$ cat src/rtl/ex_simple_pipe.sv
// Simple-op execute pipe: oldest-ready RS select, E1 operand stage,
// ALU, E2 result stage with valid/ready retire toward ROB/CDB.
module alu (
  input  logic [5:0]  aluop,
  input  logic [31:0] a,
  input  logic [31:0] b,
  output logic [31:0] y
);
  // Integer op decode; unknown ops yield zero.
  always_comb begin
    y = '0;
    case (aluop)
      6'd0: y = a + b;
      6'd1: y = a - b;
      6'd2: y = a & b;
      6'd3: y = a | b;
      6'd4: y = a ^ b;
      6'd5: y = a << b[4:0];
      6'd6: y = a >> b[4:0];
      6'd7: y = $signed(a) >>> b[4:0];
      6'd8: y = {31'b0, $signed(a) < $signed(b)};
      6'd9: y = {31'b0, a < b};
      default: y = '0;
    endcase
  end
endmodule

module ex_simple_pipe #(
  parameter int NUM_RS = 4,
  parameter int AGE_W  = 4,
  parameter int ROB_W  = 4
) (
  input  logic                    clk,
  input  logic                    rst,
  input  logic                    flush,
  input  logic [NUM_RS-1:0]       rs_occupied,
  input  logic [NUM_RS*114-1:0]   rs_payload,
  input  logic [NUM_RS*AGE_W-1:0] rs_age,
  input  logic [NUM_RS*ROB_W-1:0] rs_rob_num,
  output logic [NUM_RS-1:0]       rs_issue,
  output logic                    out_valid,
  input  logic                    out_ready,
  output logic [74:0]             executed_inst,
  output logic [ROB_W-1:0]        out_rob_num,
  output logic [31:0]             writeData,
  output logic [4:0]              writeAddr,
  output logic                    writeEn
);
  localparam int PW    = 114;
  localparam int SEL_W = $clog2(NUM_RS);

  logic [NUM_RS-1:0] elig;
  logic              found;
  logic [SEL_W-1:0]  sel;
  logic [AGE_W-1:0]  best;
  logic [PW-1:0]     sel_word;
  logic [ROB_W-1:0]  sel_rob;
  logic              grant;
  logic              advance_e1;
  logic              advance_e2;
  logic              unused_bits;

  logic             e1_valid;
  logic [31:0]      e1_s1;
  logic [31:0]      e1_s2;
  logic [5:0]       e1_aluop;
  logic [4:0]       e1_rd;
  logic             e1_rw;
  logic [ROB_W-1:0] e1_rob;

  logic             e2_valid;
  logic [31:0]      e2_result;
  logic [4:0]       e2_rd;
  logic             e2_rw;
  logic [ROB_W-1:0] e2_rob;

  logic [31:0] alu_y;

  // Oldest eligible entry wins; strict compare keeps ties on lowest index.
  always_comb begin
    elig  = '0;
    found = 1'b0;
    sel   = '0;
    best  = '0;
    for (int i = 0; i < NUM_RS; i++) begin
      elig[i] = rs_occupied[i] & rs_payload[i*PW+5]
              & rs_payload[i*PW+38];
      if (elig[i] &&
          (!found || rs_age[i*AGE_W +: AGE_W] < best)) begin
        found = 1'b1;
        sel   = SEL_W'(i);
        best  = rs_age[i*AGE_W +: AGE_W];
      end
    end
  end

  assign sel_word = rs_payload[sel*PW +: PW];
  assign sel_rob  = rs_rob_num[sel*ROB_W +: ROB_W];
  assign unused_bits = ^{sel_word[PW-1:82], sel_word[75:72],
                         sel_word[38], sel_word[5]};

  assign advance_e2 = !e2_valid | out_ready;
  assign advance_e1 = !e1_valid | advance_e2;
  assign grant      = found & advance_e1 & !flush & !rst;
  assign rs_issue   = grant ? (NUM_RS'(1) << sel) : '0;

  // E1: capture operands of the granted entry.
  always_ff @(posedge clk) begin
    if (rst) begin
      e1_valid <= 1'b0;
      e1_s1    <= '0;
      e1_s2    <= '0;
      e1_aluop <= '0;
      e1_rd    <= '0;
      e1_rw    <= 1'b0;
      e1_rob   <= '0;
    end else if (flush) begin
      e1_valid <= 1'b0;
    end else if (advance_e1) begin
      e1_valid <= grant;
      if (grant) begin
        e1_s1    <= sel_word[37:6];
        e1_s2    <= sel_word[70:39];
        e1_aluop <= sel_word[81:76];
        e1_rd    <= sel_word[4:0];
        e1_rw    <= sel_word[71];
        e1_rob   <= sel_rob;
      end
    end
  end

  alu u_alu (
    .aluop (e1_aluop),
    .a     (e1_s1),
    .b     (e1_s2),
    .y     (alu_y)
  );

  // E2: hold the ALU result until the ROB/CDB takes it.
  always_ff @(posedge clk) begin
    if (rst) begin
      e2_valid  <= 1'b0;
      e2_result <= '0;
      e2_rd     <= '0;
      e2_rw     <= 1'b0;
      e2_rob    <= '0;
    end else if (flush) begin
      e2_valid <= 1'b0;
    end else if (advance_e2) begin
      e2_valid <= e1_valid;
      if (e1_valid) begin
        e2_result <= alu_y;
        e2_rd     <= e1_rd;
        e2_rw     <= e1_rw;
        e2_rob    <= e1_rob;
      end
    end
  end

  assign out_valid     = e2_valid & !rst;
  assign writeEn       = out_valid & out_ready & e2_rw & !flush;
  assign writeData     = e2_result;
  assign writeAddr     = e2_rd;
  assign out_rob_num   = e2_rob;
  assign executed_inst = {37'b0, e2_rw, e2_result, e2_rd};
endmodule

$ cat config.mk
export PLATFORM = sky130hd
export DESIGN_NAME = ex_simple_pipe
export DESIGN_NICKNAME = d
export VERILOG_FILES = /design/src/rtl/ex_simple_pipe.sv
export SDC_FILE = /design/constraint.sdc
export NUM_CORES = 1
export LEC_CHECK = 0
export ABC_AREA = 1
export CORE_AREA = 5 5 236 238
export CTS_BUF_LIST = sky130_fd_sc_hd__clkbuf_8
export DETAILED_ROUTE_END_ITERATION = 6
export DIE_AREA = 0 0 241 243
export SLEW_MARGIN = 10
export SYNTH_ARGS = -nofsm -noshare
export SYNTH_HDL_FRONTEND = slang
export SYNTH_SLANG_ARGS = --single-unit
export TNS_END_PERCENT = 50
$ cat constraint.sdc
create_clock -name clk -period 5 [get_ports clk]
set_input_delay 1 -clock clk [delete_from_list [all_inputs] [get_ports clk]]
set_output_delay 1 -clock clk [all_outputs]
set_load 0.01 [all_outputs]
==> results of run 1 <==
## registers in the layout (all words and copies together), names as in the netlist
register and flops:
e1_s1 32, e1_s2 32, writeData 32, e1_aluop 6, e1_rd 5, writeAddr 5
e1_rob 4, out_rob_num 4, e1_rw 1, e1_valid 1, e2_rw 1, e2_valid 1
## cell type report
type                            count  area, sq um  share of cell area
Sequential cell                   124         2480               0.112
Tap cell                          696          871              0.0392
Clock inverter                     13          158             0.00710
Clock buffer                       19          262              0.0118
Multi-Input combinational cell   2160        11600               0.524
Timing Repair Buffer              537         5220               0.235
Antenna cell                        4         10.0            0.000451
Inverter                          422         1590              0.0714
## power breakdown
part           switching [W]  internal (W)
clock               0.000535      0.000480
combinational        0.00107      0.000698
sequential         0.0000839       0.00103
## critical path, delay by kind of cell
kind,cells,cell delay [ns]
buffers and inverters,6,0.58
AND/OR/NAND/NOR,19,1.41
AO/OA/AOI/OAI,3,0.40
adder cells (fa/ha/maj),3,0.72
## cell usage after synthesis (3+ instances only)
library cell  count  area, sq um
o211ai_1         16          120
ha_1            106         1330
o22ai_1          24          150
a21boi_0          5         37.5
nor3_1           15         75.1
nand3b_1         54          405
a21boi_1          3         22.5
a22oi_1           4         30.0
nor4_1            4         25.0
buf_1            16         60.1
nand2_4           3         33.8
nand2_2           5         31.3
clkinv_1         21         78.8
mux2i_1          16          160
o41ai_1           5         43.8
a311oi_1          7         61.3
buf_2            10         50.1
a221oi_1          7         61.3
o2111ai_1        10         87.6
a31oi_1          11         68.8
clkbuf_1        141          529
a211oi_1         13         97.6
xor2_1            8         70.1
o31ai_1           3         22.5
nor2_1          272         1020
o21a_1            4         30.0
nand3_1         271         1360
buf_4            86          646
a21oi_1         317         1590
o21bai_1          6         45.0
a2111oi_0         5         43.8
o32ai_1           3         26.3
nand3_2           9         90.1
inv_2             6         22.5
buf_6            15          169
nand4_1          34          213
inv_1           395         1480
nand2_1         538         2020
o221ai_1          8         70.1
o21ai_0         254         1270
dfxtp_1         124         2480
or2_2            61          382
## layout by cell type (no fill, tap or decap), types with 9 or more instances in the layout
master           Yosys  layout
or2_2               61      61
a21oi_1            317     315
clkinv_1            21      21
nand2_1            538     531
nand3_1            271     271
nand3_2              9       9
nand2_2              5      11
nand3b_1            54      54
a31oi_1             11      11
nor3_1              15      11
dfxtp_1            124     124
o22ai_1             24      24
clkdlybuf4s50_1      0     422
buf_4               86      90
clkbuf_8             0      19
o2111ai_1           10      10
ha_1               106     102
nand4_1             34      34
inv_1              395     395
o21ai_0            254     248
a211oi_1            13      13
nor2_1             272     269
conb_1               1      37
o211ai_1            16      16
mux2i_1             16      16
## final timing paths
check	from	cells after the start	slack, ns	to
max	rs_occupied[0]	31	-0.12	rs_issue[2]
min	e1_rob[2]	2	0.44	out_rob_num[2]
max reg2reg	e1_s1[0]	25	0.57	writeData[0]
min reg2reg	e1_rob[2]	2	0.44	out_rob_num[2]
## metrics by stage
stage / instance area [sq um] / TNS (ns) / std cells / power, W / utilization
2_1_floorplan: 17100 / -0.306 / 2975 / 0.00211 / -
3_5_place_dp: 21600 / -59.69 / 3931 / 0.00285 / 0.405
5_1_grt: 22200 / -1.26 / 3974 / 0.00413 / 0.416
4_1_cts: 22200 / -0.268 / 3969 / 0.00389 / 0.415
6_report: 22200 / -0.328 / 3975 / 0.00390 / 0.416
3_3_place_gp: 21600 / -65.64 / 3931 / 0.00286 / 0.405
## layer usage
| layer | track usage | wire length [um] | vias to the layer above |
|---|---|---|---|
| met5 | 0 | 62 | - |
| met4 | 0.141 | 4820 | 10 |
| met3 | 0.0938 | 8890 | 180 |
| met2 | 0.426 | 37300 | 972 |
| met1 | 0.379 | 37300 | 9648 |
| li1 | - | - | 10200 |
## kinds of logic after synthesis
logic type / count (synthesis) / share of synthesized area
and+or+nand+nor: 1274 / 0.340
AOI/OAI and AO/OA: 716 / 0.236
buffers and inverters: 691 / 0.181
DFF: 124 / 0.147
adders and majority gates: 108 / 0.0810
muxes: 16 / 0.00949
xor gates and xnor gates: 9 / 0.00467
other: 1 / 0.000222
## repair_timing
| action | in CTS | in global routing |
|---|---|---|
| gates resized for setup | 59 | 5 |
| endpoints found under the setup margin | 72 | 20 |
| pin swaps | 28 | 13 |
| endpoints found under the hold margin | 0 | 0 |
| setup buffers | 6 | 2 |
==> results.tsv, run 1 <==
stage	metric	value	unit
detailed_routing	finalWirelength	88400	um
yosys	avgSynthCellArea	5.74	sq um
detailed_routing	vias_per_cell	5.28	
die	pin_count	618	
timing	rsz0062_at_grt	yes	
die	rows	85	
place	post-place-ws	-1.03	ns
die	die_area	58600	sq um
clocking	cts_buffer_depth	2	
timing	slew_headroom	0.288	
yosys	netlist-cell-type-count	63	
layout	nFillCells	5966	
setup_path	crit_slowest_cell	ha_4	
timing	setup_viol	4	
global_route	grt_pass1_wl	128000	um
yosys	netlist_instances	2939	
clocking	holdBufCountCts	0	
clocking	clk_latency	0.57	ns
die	fp.dieH	243	um
global_route	grt-ovfl-total	0	
die	die_w	241	um
hold_path	hp-class	reg -> reg	
yosys	ys_seq_area_frac	0.147	
yosys	async_reset_ff_frac	0	
layout	drive_gt1_frac	0.0782	
clocking	ctsRootBufferMaster	clkbuf_8	
setup_path	critical_path_class	in -> out	
die	fp.coreArea	53400	sq um
setup_path	arrival	4.12	ns
clocking	path_clk_slew	0.10	ns
setup_path	path_max_fanout	8	
yosys	synthesis.area	16900	sq um
status	violations	negative setup slack	
detailed_routing	drtAntennaViolNets	0	
setup_path	cpMostUsedCell	nand2_1	
timing	fmax	195	MHz
power	ir_drop	0.000198	V
run	max_cap_viol_count	0	
yosys	ys_warn_count	0	
global_route	grt_max_degree	137	
timing	fin_crit_sh	1.02	
detailed_routing	first_iter_violations	2013	
place	port_buffers	436	
global_route	grt_usage	0.289	
clocking	htreeDepth	4	
timing	skew	0.0271	ns
global_route	antenna_found_initial	11	
timing	post-route-min-period	5.12	ns
global_route	first_global_vias	19800	
setup_path	critPathCaptureType	primary output	
clocking	cts_tree	yes	
status	outcome	finished with violations	
place	hpwlAfterDp	70600	um
detailed_routing	wl_per_cell	22.2	um
timing	worst_slack	-0.116	ns
clocking	cts_sinks	124	
clocking	cts_buffers	17	
timing	worstMarginPinSlew	1.07	ns
layout	nets	3866	
timing	whs	0.442	ns
detailed_routing	dr.pass1.iters	6	
die	start_util	0.316	
layout	area_delta_synth_final	31.7	%
yosys	ys_ff_latch	124	
detailed_routing	drc	0	
setup_path	required	4.00	ns
setup_path	startpoint_type	primary input	
timing	maxSlewViolCount	0	
setup_path	critical-path-max-stage-delay	0.26	ns
detailed_routing	vias	21000	
yosys	synth_edf_count	0	
place	gp_congestion	1.06	
power	p_leak	9.93	nW
yosys	ys.flop_type	dfxtp_1	
timing	timing_hold_violations_final	0	
power	powerDensity	175	nW/um^2
No activity file was read; power rests on OpenSTA's default activity.
==> inputs of run 2 (changes only) <==
CAP_MARGIN = 20   (was unset)
SLEW_MARGIN = 0   (was 10)
==> results of run 2 <==
No change in the layout: final DEF, timing and power equal those of run 1.
